===== src/rtl/aes_pkg.sv =====
// Shared types and constants for the AES job arbiter: FSM state encoding,
// core mode values and the AES block width.
package aes_pkg;

  localparam int AES_W = 128;

  localparam logic MODE_ENC = 1'b0;
  localparam logic MODE_DEC = 1'b1;

  typedef enum logic [2:0] {
    IDLE,
    LATCH,
    KEY,
    KEYWAIT,
    RUN,
    RUNWAIT,
    RESP,
    ABORT
  } arbStateT;

endpackage


===== src/rtl/rr_arbiter2.sv =====
// Two-way round-robin grant. On a tie the port that did not win last time
// is chosen; the owner reports the actual winner through upd/updIdx.
module rr_arbiter2 (
  input  logic       Clk,
  input  logic       Rst,
  input  logic [1:0] req,
  input  logic       upd,
  input  logic       updIdx,
  output logic [1:0] gnt
);

  logic rrPtr;

  always_comb begin
    gnt = req;
    if (req == 2'b11) gnt = rrPtr ? 2'b01 : 2'b10;
  end

  always_ff @(posedge Clk or negedge Rst) begin
    if (!Rst) rrPtr <= 1'b0;
    else if (upd) rrPtr <= updIdx;
  end

endmodule


===== src/rtl/aes_job_arbiter.sv =====
// Shares one AES128 core between the host (port 0) and the DMA (port 1):
// arbitrates, latches the job, sequences key load / start and reports status.
//
// state   | meaning
// IDLE    | waiting for a request
// LATCH   | grant cycle, job inputs captured
// KEY     | key expansion pulse
// KEYWAIT | waiting for expanded key
// RUN     | block start pulse
// RUNWAIT | waiting for core result
// RESP    | Done with Err=0
// ABORT   | core reset, Done with Err=1
module aes_job_arbiter
  import aes_pkg::*;
#(
  parameter int TIMEOUT_CYC = 4096,
  parameter int CW          = 13
) (
  input  logic             Clk,
  input  logic             Rst,
  input  logic [1:0]       Req,
  input  logic [1:0]       Mode,
  input  logic [AES_W-1:0] Text0,
  input  logic [AES_W-1:0] Text1,
  input  logic [AES_W-1:0] Key0,
  input  logic [AES_W-1:0] Key1,
  output logic [1:0]       Grant,
  output logic [1:0]       Done,
  output logic             Err,
  output logic [AES_W-1:0] ResultOut,
  output logic             CoreSel,
  output logic [AES_W-1:0] CoreText,
  output logic [AES_W-1:0] CoreKey,
  output logic             CoreKeyLoad,
  input  logic             CoreKeyRy,
  output logic             CoreStart,
  input  logic             CoreRy,
  input  logic [AES_W-1:0] CoreResult,
  output logic             CoreAbort
);

  // The abort decision looks at the count before its increment, so the
  // abort state lands exactly TIMEOUT_CYC cycles after the start pulse.
  localparam logic [CW-1:0] TO_LIM = CW'(TIMEOUT_CYC - 2);

  arbStateT         state, stateNext;
  logic [1:0]       arbGnt;
  logic             winner;
  logic [1:0]       winnerOh;
  logic             keyValid;
  logic [AES_W-1:0] lastKey;
  logic [AES_W-1:0] selKey;
  logic [CW-1:0]    toCnt;
  logic             keyHit, toHit;
  logic [1:0]       grantNext, doneNext;
  logic             errNext, keyLoadNext, startNext, abortNext;

  rr_arbiter2 uArb (
    .Clk    (Clk),
    .Rst    (Rst),
    .req    (Req),
    .upd    (state == LATCH),
    .updIdx (winner),
    .gnt    (arbGnt)
  );

  assign winnerOh = winner ? 2'b10 : 2'b01;
  assign selKey   = winner ? Key1 : Key0;
  assign keyHit   = keyValid && (selKey == lastKey);
  assign toHit    = (toCnt == TO_LIM);

  always_comb begin
    stateNext   = state;
    grantNext   = '0;
    doneNext    = '0;
    errNext     = 1'b0;
    keyLoadNext = 1'b0;
    startNext   = 1'b0;
    abortNext   = 1'b0;
    case (state)
      IDLE: if (|Req) begin
        stateNext = LATCH;
        grantNext = arbGnt;
      end
      LATCH: if (keyHit) begin
        stateNext = RUN;
        startNext = 1'b1;
      end else begin
        stateNext   = KEY;
        keyLoadNext = 1'b1;
      end
      KEY: stateNext = KEYWAIT;
      KEYWAIT: if (CoreKeyRy) begin
        stateNext = RUN;
        startNext = 1'b1;
      end else if (toHit) begin
        stateNext = ABORT;
        abortNext = 1'b1;
        doneNext  = winnerOh;
        errNext   = 1'b1;
      end
      RUN: stateNext = RUNWAIT;
      RUNWAIT: if (CoreRy) begin
        stateNext = RESP;
        doneNext  = winnerOh;
      end else if (toHit) begin
        stateNext = ABORT;
        abortNext = 1'b1;
        doneNext  = winnerOh;
        errNext   = 1'b1;
      end
      RESP:    stateNext = IDLE;
      ABORT:   stateNext = IDLE;
      default: stateNext = IDLE;
    endcase
  end

  always_ff @(posedge Clk or negedge Rst) begin
    if (!Rst) begin
      state       <= IDLE;
      Grant       <= '0;
      Done        <= '0;
      Err         <= 1'b0;
      CoreKeyLoad <= 1'b0;
      CoreStart   <= 1'b0;
      CoreAbort   <= 1'b0;
      winner      <= 1'b0;
    end else begin
      state       <= stateNext;
      Grant       <= grantNext;
      Done        <= doneNext;
      Err         <= errNext;
      CoreKeyLoad <= keyLoadNext;
      CoreStart   <= startNext;
      CoreAbort   <= abortNext;
      if (state == IDLE && |Req) winner <= arbGnt[1];
    end
  end

  always_ff @(posedge Clk or negedge Rst) begin
    if (!Rst) begin
      CoreText  <= '0;
      CoreKey   <= '0;
      CoreSel   <= MODE_ENC;
      ResultOut <= '0;
      lastKey   <= '0;
      keyValid  <= 1'b0;
      toCnt     <= '0;
    end else begin
      if (state == LATCH) begin
        CoreText <= winner ? Text1 : Text0;
        CoreKey  <= selKey;
        CoreSel  <= Mode[winner] ? MODE_DEC : MODE_ENC;
      end
      if (state == KEY || state == RUN) toCnt <= '0;
      else if (state == KEYWAIT || state == RUNWAIT) toCnt <= toCnt + CW'(1);
      if (state == KEYWAIT && CoreKeyRy) begin
        lastKey  <= CoreKey;
        keyValid <= 1'b1;
      end
      // An aborted core may have lost its expanded key.
      if (state == ABORT) keyValid <= 1'b0;
      if (state == RUNWAIT && CoreRy) ResultOut <= CoreResult;
    end
  end

endmodule


===== config.mk =====
export PLATFORM = sky130hd
export DESIGN_NAME = aes_job_arbiter
export DESIGN_NICKNAME = d
export VERILOG_FILES = /design/src/rtl/aes_pkg.sv /design/src/rtl/rr_arbiter2.sv /design/src/rtl/aes_job_arbiter.sv
export SDC_FILE = /design/constraint.sdc
export NUM_CORES = 1
export LEC_CHECK = 0
export ABC_AREA = 0
export BUFFER_PORTS_ARGS = -buffer_cell sky130_fd_sc_hd__buf_2
export CORE_AREA = 2 2 409 411
export CTS_CLUSTER_DIAMETER = 30
export DETAILED_ROUTE_END_ITERATION = 10
export DIE_AREA = 0 0 411 413
export HOLD_SLACK_MARGIN = 0.1
export PLACE_DENSITY = 0.31
export SYNTH_ARGS = -nofsm -noshare
export SYNTH_HDL_FRONTEND = slang
export SYNTH_SLANG_ARGS = --single-unit

===== constraint.sdc =====
create_clock -name Clk -period 2.6 [get_ports Clk]
set_input_delay 0.39 -clock Clk [delete_from_list [all_inputs] [get_ports Clk]]
set_output_delay 0.39 -clock Clk [all_outputs]
set_load 0.005 [all_outputs]

==> results of run 1 <==
per-stage QoR:
| stage | std cells | hold slack, ns | utilization [%] | setup WS, ns |
|---|---|---|---|---|
| CTS | 6238 | 0.1033 | 27.56 | -0.5358 |
| global route | 6251 | 0.1369 | 27.68 | -0.6972 |
| detailed placement | 5245 | 0.3767 | 19.60 | -1.102 |
| finish | 6255 | 0.1630 | 27.68 | -0.5949 |
| floorplan | 1971 | 0.09441 | - | 0.2861 |
| global placement | 5245 | 0.3786 | 19.60 | -1.117 |
worst min-delay path, cell delays in order:
cell,delay (ns)
buf_2,0.22
mux2i_2,0.15
o21ai_0,0.15
layer usage:
| layer | track usage [%] | up-vias |
|---|---|---|
| li1 | - | 10890 |
| met4 | 5.122 | 12 |
| met5 | 0 | - |
| met1 | 17.19 | 11100 |
| met2 | 25.71 | 878 |
| met3 | 5.165 | 245 |
worst paths after layout:
check,slack [ns],cells past startpoint,end
setup / recovery,-0.59,10,state[1]
hold / removal,0.16,3,CoreKey[7]
setup reg to reg,-0.59,10,state[1]
hold reg to reg,0.47,2,CoreText[18]
max in group asynchronous,1.02,3,CoreText[67]
min in group asynchronous,0.20,2,CoreText[39]
cell usage in the layout (no fill, tap or decap), types with 12 or more instances in the layout:
cell type,netlist,routed
buf_2,8,1039
dlygate4sd3_1,0,637
dfrtp_1,539,538
nand2_1,281,280
o21ai_0,268,267
mux2_2,256,256
mux2i_1,253,238
clkbuf_16,0,191
buf_4,7,131
xnor2_1,75,74
clkbuf_8,0,57
clkinv_2,0,46
nor2_1,31,31
clkbuf_1,88,26
buf_12,1,23
mux2i_2,5,17
nand4_1,14,14
a21oi_1,13,13
nor4_1,22,12
bufinv_16,0,12
power breakdown:
| part | switching, mW | total (mW) | internal (mW) |
|---|---|---|---|
| Sequential | 2.81 | 15.3 | 12.5 |
| Combinational | 10.2 | 20.1 | 9.91 |
| Clock | 6.77 | 22.8 | 16.1 |
sequential cells by signal, summed over array words and instances (netlist names):
signal / count
CoreSel: 1
Grant: 2
ResultOut: 128
toCnt: 13
lastKey: 128
CoreAbort: 1
CoreText: 128
Done: 2
CoreStart: 1
keyValid: 1
winner: 1
CoreKey: 128
state: 3
CoreKeyLoad: 1
uArb.rrPtr: 1
final cells by class:
type | count | area, sq um | area share [%]
antenna | 10 | 25.02 | 0.05449
clock buffer | 273 | 5637 | 12.27
clock inverter | 76 | 938.4 | 2.043
inverter | 4 | 15.01 | 0.03269
multi-input combinational | 1309 | 9876 | 21.50
sequential | 539 | 13490 | 29.38
tap | 2204 | 2758 | 6.004
timing repair buffer | 1840 | 13190 | 28.71
kinds of logic (layout without fill, tap and decap cells):
kind of cell	Yosys count	after routing	share of synthesized area [%]
compound gates	334	334	7.683
xor+xnor	85	85	3.144
fa+ha+maj	2	2	0.1057
buf+inv	123	2193	2.394
flops	539	539	56.96
mux	514	514	23.16
other cells	0	10	0
simple gates	374	374	6.547
what timing repair did:
item | in CTS | in global routing
pin swaps | 9 | 9
endpoints found under the hold margin | 907 | 0
endpoints found under the setup margin | 51 | 4
cloned | 1 | 1
gates resized for setup | 34 | 17
hold buffers | 637 | 0
buffers inserted | 6 | 6
==> flow_metrics.env, run 1 <==
export IMPL_crit_chain="buf_6 -> mux2i_2 -> a22oi_2 -> o211ai_1 -> buf_4 -> or4_4 -> nor4_4 -> buf_4 -> nand4_1 -> o31a_1"
export IMPL_period_share_pct=122.9
export IMPL_synth_area_top_cells="dfrtp_1, mux2_2, mux2i_1, o21ai_0, nand2_1"
export IMPL_crit_path_max_incr_delay_ns=0.57
export IMPL_die_width_um=411
export IMPL_start_util_pct=14.27
export IMPL_grtUsageTotal_pct=14.95
export IMPL_maxCapViolCount=0
export IMPL_synth_top_area_share_pct=56.96
export IMPL_first_pass_iters=5
export IMPL_hpwl_um=100500
export IMPL_routed_top_layer="met5"
export IMPL_tightest_slew_ns=0.7211
export IMPL_grt_antenna_before_repair=47
export IMPL_synth_edf_count=0
export IMPL_num_vias=23120
export IMPL_hold_viol=0
export IMPL_hp_start="Key1[7]"
export IMPL_cts_buffer_depth=3
export IMPL_wl_per_cell_um=20.90
export IMPL_crit_path_start="winner"
export IMPL_arrival_ns=3.87
export IMPL_synth_warnings=0
export IMPL_ys_flop_type="dfrtp_1"
export IMPL_placement_io_buffers=1040
export IMPL_slew_viol_final=0
export IMPL_ys_seq_area_share_pct=56.96
export IMPL_met1_length_um=52460
export IMPL_avgSynthCellArea_sq_um=12.01
export IMPL_timing_rr_start="winner"
export IMPL_relSlewSlack_pct=51.75
export IMPL_status="finished, violations left"
export IMPL_clk_latency_ns=0.80
export IMPL_timing_fmax_mhz=313.0
export IMPL_die_area_sq_um=169700
export IMPL_hold_class="in2reg"
export IMPL_drive_above_1_share_pct=45.14
export IMPL_drtIter0Drc=974
export IMPL_final_setup_skew_ns=0.06954
export IMPL_finalSetupTns_ns=-2.121
export IMPL_worstPathRequired_ns=3.28
export IMPL_power_density_nw_per_um2=1267
export IMPL_endpoint_kind="flop"
export IMPL_grt_start_max_net_pins=132
export IMPL_root_buffer="clkbuf_16"
export IMPL_antenna_left=0
export IMPL_wl_met2_um=64760
export IMPL_netlist_instances=1971
export IMPL_dr_wl_met3_um=9947
export IMPL_grt_pass1_wl_um=182500
export IMPL_peakVddDrop_uv=761.0
export IMPL_fp_row_count=150
export IMPL_synth_common_cells="dfrtp_1, nand2_1, o21ai_0"
export IMPL_cellLeakagePower_nw=22.18
export IMPL_critical_path_buf_inv_count=3
export IMPL_rsz0062_at_grt="true"
export IMPL_crit_family="simple AND/OR/NAND/NOR gates"
export IMPL_cpMostUsedCell="buf_4"
export IMPL_p_total_mw=58.19
export IMPL_dpl_cell_area_sq_um=32510
export IMPL_cts_tree="yes"
export IMPL_path_clk_slew_ns=0.04
export IMPL_die_height_um=413
export IMPL_num_fill_cells=17730
export IMPL_ios=1041
export IMPL_setup_viol=4
export IMPL_grt_pass1_vias=25300
export IMPL_grt_overflow_total=0
export IMPL_fin_nets=4534
export IMPL_cp_slowest_cell="dfrtp_4"
export IMPL_cts_buffers=190
export IMPL_design_core_area_sq_um=165900
export IMPL_synth_most_common_cell="dfrtp_1"
export IMPL_remaining_drc_errors=0
export IMPL_design_area_sq_um=45930
export IMPL_critical_path_class="reg2reg"
export IMPL_ys_seq_elements=539
export IMPL_wl_um=130700
export IMPL_clock_sinks=539
export IMPL_start_kind="flop"
export IMPL_synth_top_area_cell="dfrtp_1"
export IMPL_area_growth_syn_to_layout_pct=93.97
export IMPL_syn_nets=2621
export IMPL_cts_htree_levels=4
export IMPL_finalWorstSetupSlack_ns=-0.5949
export IMPL_async_reset_ff_share_pct=100.0
export IMPL_place_gp_congestion=0.8594
export IMPL_netlist_area_sq_um=23680
export IMPL_period_needed_ns=3.195
export IMPL_vias_per_cell=3.696
export IMPL_synth_cell_types=42
export IMPL_violations="negative setup slack"
export IMPL_path_max_fanout=7
No activity file was read; power rests on OpenSTA's default activity.
==> run 2, diff against run 1 <==
--- a/config.mk
+++ b/config.mk
@@ -5,14 +5,14 @@
 export SDC_FILE = /design/constraint.sdc
 export NUM_CORES = 1
 export LEC_CHECK = 0
-export ABC_AREA = 0
+export ABC_AREA = 1
 export BUFFER_PORTS_ARGS = -buffer_cell sky130_fd_sc_hd__buf_2
-export CORE_AREA = 2 2 409 411
+export CORE_AREA = 2 2 404 406
 export CTS_CLUSTER_DIAMETER = 30
 export DETAILED_ROUTE_END_ITERATION = 10
-export DIE_AREA = 0 0 411 413
+export DIE_AREA = 0 0 406 408
 export HOLD_SLACK_MARGIN = 0.1
-export PLACE_DENSITY = 0.31
+export PLACE_DENSITY = 0.33
 export SYNTH_ARGS = -nofsm -noshare
 export SYNTH_HDL_FRONTEND = slang
 export SYNTH_SLANG_ARGS = --single-unit
==> flow_metrics.env, run 2 <==
export IMPL_arrival_ns=3.30
export IMPL_netlist_instances=3260
export IMPL_setup_viol=1
export IMPL_hold_class="in2reg"
export IMPL_rr_worst_depth=7
export IMPL_power_internal_mw=39.12
export IMPL_use_met1_pct=24.63
export IMPL_status="finished, violations left"
export IMPL_stdcell_count=7501
export IMPL_grt_start_max_net_pins=76
export IMPL_final_cell_mix="nand2_1, buf_2, dlygate4sd3_1, dfrtp_1, nor2_1"
export IMPL_slew_viol_final=0
export IMPL_fp_row_count=148
export IMPL_worstPathRequired_ns=3.29
export IMPL_dp_cells=6465
export IMPL_hpwl_um=151400
export IMPL_clk_latency_ns=0.83
export IMPL_grt_antenna_before_repair=98
export IMPL_synth_most_common_cell="nand2_1"
export IMPL_switching_share_pct=39.79
export IMPL_rsz0062_at_grt="true"
export IMPL_path_clk_slew_ns=0.04
export IMPL_period_share_pct=100.2
export IMPL_p_seq_share_pct=23.1
export IMPL_p_clk_share_pct=35.7
export IMPL_start_util_pct=16.10
export IMPL_start_kind="flop"
export IMPL_fin_nets=5787
export IMPL_period_needed_ns=2.606
export IMPL_final_common_cell="nand2_1"
export IMPL_grt_pass1_wl_um=253700
export IMPL_ys_seq_elements=539
export IMPL_synth_top_area_cell="dfrtp_1"
export IMPL_die_width_um=406
export IMPL_pwr_share_comb_pct=41.2
export IMPL_maxCapViolCount=0
export IMPL_drive_above_1_share_pct=32.05
export IMPL_netlist_area_sq_um=26020
export IMPL_use_met2_pct=39.88
export IMPL_ys_flop_type="dfrtp_1"
export IMPL_first_pass_iters=7
export IMPL_whs_path_depth=5
export IMPL_cellLeakagePower_nw=24.31
export IMPL_ios=1041
export IMPL_grt_met3_usage_pct=6.654
export IMPL_synth_common_cells="nand2_1, dfrtp_1, nor2_1"
export IMPL_peakVddDrop_uv=712.4
export IMPL_grt_pass1_vias=31990
export IMPL_cts_htree_levels=4
export IMPL_cts_buffers=195
export IMPL_syn_nets=3910
export IMPL_vias_per_cell=4.089
export IMPL_hold_viol=0
export IMPL_hold_ws_ns=0.1396
export IMPL_final_setup_skew_ns=0.06461
export IMPL_num_vias=30670
export IMPL_violations="negative setup slack"
export IMPL_cts_buffer_depth=3
export IMPL_timing_fmax_mhz=383.7
export IMPL_tightest_slew_ns=0.9055
export IMPL_grt_overflow_total=0
export IMPL_relSlewSlack_pct=39.63
export IMPL_wl_per_cell_um=24.96
export IMPL_place_gp_congestion=0.9654
export IMPL_switching_power_mw=25.85
export IMPL_wl_um=187300
export IMPL_placement_io_buffers=1040
export IMPL_synth_area_top_cells="dfrtp_1, nand2_1, nor2_1, mux2_2, o21ai_0"
export IMPL_antenna_left=0
export IMPL_power_density_nw_per_um2=1340
export IMPL_endpoint_kind="flop"
export IMPL_critical_path_class="reg2reg"
export IMPL_die_area_sq_um=165600
export IMPL_die_height_um=408
export IMPL_cts_tree="yes"
export IMPL_grt_busiest_layer="met2"
export IMPL_avgSynthCellArea_sq_um=7.982
export IMPL_synth_edf_count=0
export IMPL_synth_top_area_share_pct=51.83
export IMPL_finalWorstSetupSlack_ns=-0.006341
export IMPL_area_growth_syn_to_layout_pct=86.39
export IMPL_async_reset_ff_share_pct=100.0
export IMPL_synth_cell_types=31
export IMPL_path_max_fanout=75
export IMPL_ys_seq_area_share_pct=51.83
export IMPL_remaining_drc_errors=0
export IMPL_synth_warnings=0
export IMPL_design_core_area_sq_um=161700
export IMPL_root_buffer="clkbuf_16"
export IMPL_grtUsageTotal_pct=22.13
export IMPL_drtIter0Drc=1719
export IMPL_clock_sinks=539
-- run 2: changes by cell type in the layout (fill, tap and decap cells not counted), sizes merged, moves of 21 or more --
cell	change
mux2	-127
nand3	+125
nand2	+839
nor2	+373
diode	+21
o31ai	+129
xnor2	-73
o21ai	+25
inv	+267
mux2i	-258
-- run 2: worst paths after layout --
check | startpoint | end | slack, ns
hold reg to reg | CoreText[16] | CoreText[16] | 0.47
min in group asynchronous | Rst | ResultOut[5] | 0.20
max in group asynchronous | Rst | lastKey[60] | 1.71
setup reg to reg | winner | CoreText[57] | -0.006
hold / removal | Key0[57] | CoreKey[57] | 0.14
setup / recovery | winner | CoreText[57] | -0.006
-- run 2: power by group through the flow --
stage / Combinational [mW] / Clock [mW] / Sequential [mW]
after global routing: 29.2 / 24.1 / 15.5
after floorplan: 10.3 / 0 / 14.6
after global placement: 23.9 / 0 / 15.0
final: 26.8 / 23.2 / 15.0
after CTS: 26.9 / 23.5 / 15.0
after detailed placement: 23.9 / 0 / 15.0
-- run 2: critical path, cell delays in order (launching register included) --
cell	delay, ns
dfrtp_4	0.51
clkinv_8	0.14
buf_4	0.16
buf_4	0.16
buf_16	0.18
nor2_2	0.43
o31ai_1	0.12
dlygate4sd3_1	0.57
-- run 2: final cells by class --
type | count | area [sq um]
Sequential cell | 539 | 13490
Clock buffer | 291 | 5710
Timing Repair Buffer | 1837 | 13490
Antenna cell | 31 | 77.57
Clock inverter | 64 | 918.4
Fill cell | 17530 | 113200
Tap cell | 2175 | 2721
Inverter | 277 | 1065
Multi-Input combinational cell | 2287 | 11030
-- run 2: per-layer routing --
| layer | up-vias | part of all wire, % |
|---|---|---|
| met5 | - | 0.078 |
| li1 | 14340 | - |
| met2 | 1251 | 51 |
| met3 | 333 | 7.3 |
| met1 | 14720 | 39 |
| met4 | 24 | 3.1 |
-- run 2: per-stage QoR --
| stage | setup slack (ns) | total power, mW | area (sq um) | TNS, ns | util (%) |
|---|---|---|---|---|---|
| floorplan | 0.8867 | 24.91 | 26020 | 0 | - |
| global placement | -0.1316 | 38.97 | 35000 | -0.3040 | 21.65 |
| detailed placement | -0.1889 | 38.92 | 35000 | -0.4004 | 21.65 |
| CTS | 0.008478 | 65.49 | 48220 | 0 | 29.83 |
| global route | -0.1147 | 68.77 | 48470 | -0.3448 | 29.98 |
| finish | -0.006341 | 64.97 | 48500 | -0.006341 | 30.00 |
-- run 2: kinds of logic after synthesis --
| logic type | after synthesis | synth area share, % |
|---|---|---|
| AO/OA/AOI/OAI | 438 | 9.732 |
| adder cells (fa/ha/maj) | 2 | 0.09615 |
| buffers and inverters | 434 | 6.597 |
| XOR/XNOR | 9 | 0.3029 |
| multiplexers | 129 | 5.582 |
| flip-flops | 539 | 51.83 |
| AND/OR/NAND/NOR | 1709 | 25.86 |
-- run 2: repair_timing --
action / CTS / global route
endpoints found under the hold margin: 776 / 0
hold buffers: 641 / 0
gates resized for setup: 22 / 49
buffers inserted: 2 / 5
endpoints found under the setup margin: 4 / 12
pin swaps: 1 / 7
cloned: 2 / 1
==> run 3, diff against run 2 <==
--- a/config.mk
+++ b/config.mk
@@ -7,12 +7,13 @@
 export LEC_CHECK = 0
 export ABC_AREA = 1
 export BUFFER_PORTS_ARGS = -buffer_cell sky130_fd_sc_hd__buf_2
-export CORE_AREA = 2 2 404 406
+export CORE_AREA = 2 2 408 410
 export CTS_CLUSTER_DIAMETER = 30
 export DETAILED_ROUTE_END_ITERATION = 10
-export DIE_AREA = 0 0 406 408
+export DIE_AREA = 0 0 410 412
 export HOLD_SLACK_MARGIN = 0.1
 export PLACE_DENSITY = 0.33
+export SETUP_SLACK_MARGIN = 0.02
 export SYNTH_ARGS = -nofsm -noshare
 export SYNTH_HDL_FRONTEND = slang
 export SYNTH_SLANG_ARGS = --single-unit
==> flow_metrics.env, run 3 (same netlist as run 2, synthesis figures left out) <==
export IMPL_status="complete, no violations"
export IMPL_design_core_area_sq_um=164200
export IMPL_slew_viol_final=0
export IMPL_grt_pass1_vias=31960
export IMPL_stdcell_count=7560
export IMPL_remaining_drc_errors=0
export IMPL_cts_buffers=192
export IMPL_final_common_cell="buf_2"
export IMPL_tightest_slew_ns=1.140
export IMPL_maxCapViolCount=0
export IMPL_antenna_left=0
export IMPL_hold_viol=0
export IMPL_fin_util_pct=30.03
export IMPL_place_gp_congestion=0.9084
export IMPL_design_area_sq_um=49320
export IMPL_grt_pass1_wl_um=239500
export IMPL_wl_um=175500
export IMPL_worstPathRequired_ns=3.31
export IMPL_num_vias=30590
export IMPL_start_kind="flop"
export IMPL_die_height_um=412
export IMPL_cts_tree="yes"
export IMPL_die_width_um=410
export IMPL_grt_antenna_before_repair=72
export IMPL_cellLeakagePower_nw=24.70
export IMPL_ios=1041
export IMPL_area_growth_syn_to_layout_pct=89.54
export IMPL_period_needed_ns=2.560
export IMPL_hpwl_um=139900
export IMPL_timing_fmax_mhz=390.6
export IMPL_arrival_ns=3.27
export IMPL_setup_viol=0
export IMPL_final_setup_skew_ns=0.03549
export IMPL_num_fill_cells=17720
export IMPL_placement_io_buffers=1040
export IMPL_dpl_cell_area_sq_um=35300
export IMPL_clk_latency_ns=0.81
export IMPL_fp_row_count=149
export IMPL_wl_per_cell_um=23.21
export IMPL_vias_per_cell=4.047
export IMPL_clock_sinks=539
export IMPL_grtUsageTotal_pct=20.17
export IMPL_cts_htree_levels=4
export IMPL_hold_class="in2reg"
export IMPL_first_pass_iters=8
export IMPL_fin_nets=5837
export IMPL_peakVddDrop_uv=648.0
export IMPL_root_buffer="clkbuf_16"
export IMPL_p_total_mw=65.30
export IMPL_critical_path_class="reg2reg"
export IMPL_path_clk_slew_ns=0.04
export IMPL_power_density_nw_per_um2=1324
export IMPL_rsz0062_at_grt="true"
export IMPL_dp_cells=6528
export IMPL_relSlewSlack_pct=23.17
export IMPL_period_share_pct=98.47
export IMPL_path_max_fanout=8
export IMPL_grt_start_max_net_pins=138
export IMPL_endpoint_kind="flop"
export IMPL_drtIter0Drc=1930
export IMPL_cts_buffer_depth=3
export IMPL_start_util_pct=15.84
export IMPL_die_area_sq_um=168900
export IMPL_grt_overflow_total=0
export IMPL_final_cell_mix="buf_2, nand2_1, dlygate4sd3_1, dfrtp_1, nor2_1"
export IMPL_drive_above_1_share_pct=34.29
[run 3: worst max-delay path, cell delays in order, from the launching register on]
cell     delay, ns
dfrtp_4       0.54
inv_16        0.14
buf_12        0.17
buf_12        0.14
buf_4         0.13
nand2_1       0.08
nand3_1       0.12
nand2_1       0.10
nor2_4        0.19
nand2_1       0.07
nor2_1        0.12
nand2_1       0.06
nor2_1        0.10
nand2_1       0.10
nor2_4        0.12
nand3_4       0.15
nand2_1       0.09
[run 3: metrics by stage]
step	setup TNS, ns	setup slack (ns)	hold WS, ns
after global routing	-0.2475	-0.05955	0.1488
after global placement	-1.264	-0.5824	0.3816
after floorplan	0	0.8867	0.09441
after CTS	0	0.01858	0.1026
after detailed placement	-1.330	-0.5798	0.3802
final	0	0.03985	0.1520
[run 3: metal layers]
layer | track usage [%] | up-vias | routed length, um
li1 | - | 14460 | -
met1 | 21.78 | 14550 | 66040
met2 | 34.93 | 1228 | 86250
met3 | 7.740 | 334 | 15710
met4 | 8.938 | 22 | 7320
met5 | 0 | - | 137
[run 3: path summary, 6_finish.rpt]
path | slack [ns] | cells past startpoint | startpoint | end
worst max-delay path | 0.04 | 16 | winner | CoreStart
worst min-delay path | 0.15 | 4 | Text1[73] | CoreText[73]
worst max register to register | 0.04 | 16 | winner | CoreStart
worst min register to register | 0.47 | 2 | CoreText[29] | CoreText[29]
max in group asynchronous | 0.83 | 4 | Rst | CoreKey[0]
min in group asynchronous | 0.68 | 3 | Rst | CoreKey[28]
[run 3: final cells by class]
type	count	area (sq um)	area share, %
diodes	29	72.57	0.1471
clock buffers	280	5768	11.69
clock inverters	69	1042	2.113
inverters	277	1072	2.174
multi-input cells	2287	11280	22.87
flip-flops and latches	539	13490	27.35
well taps	2189	2739	5.553
repair buffers	1890	13860	28.09
[run 3: what timing repair did]
| item | CTS | global route |
|---|---|---|
| hold buffers | 635 | 0 |
| pin swaps | 11 | 37 |
| gates resized for setup | 76 | 87 |
| cloned | 2 | 3 |
| endpoints found under the setup margin | 4 | 26 |
| endpoints found under the hold margin | 744 | 0 |
| buffers inserted | 7 | 8 |
[run 3: report_power, final]
part / switching (mW) / internal (mW)
clock: 6.85 / 17.1
sequential: 2.72 / 12.3
combinational: 15.6 / 10.7
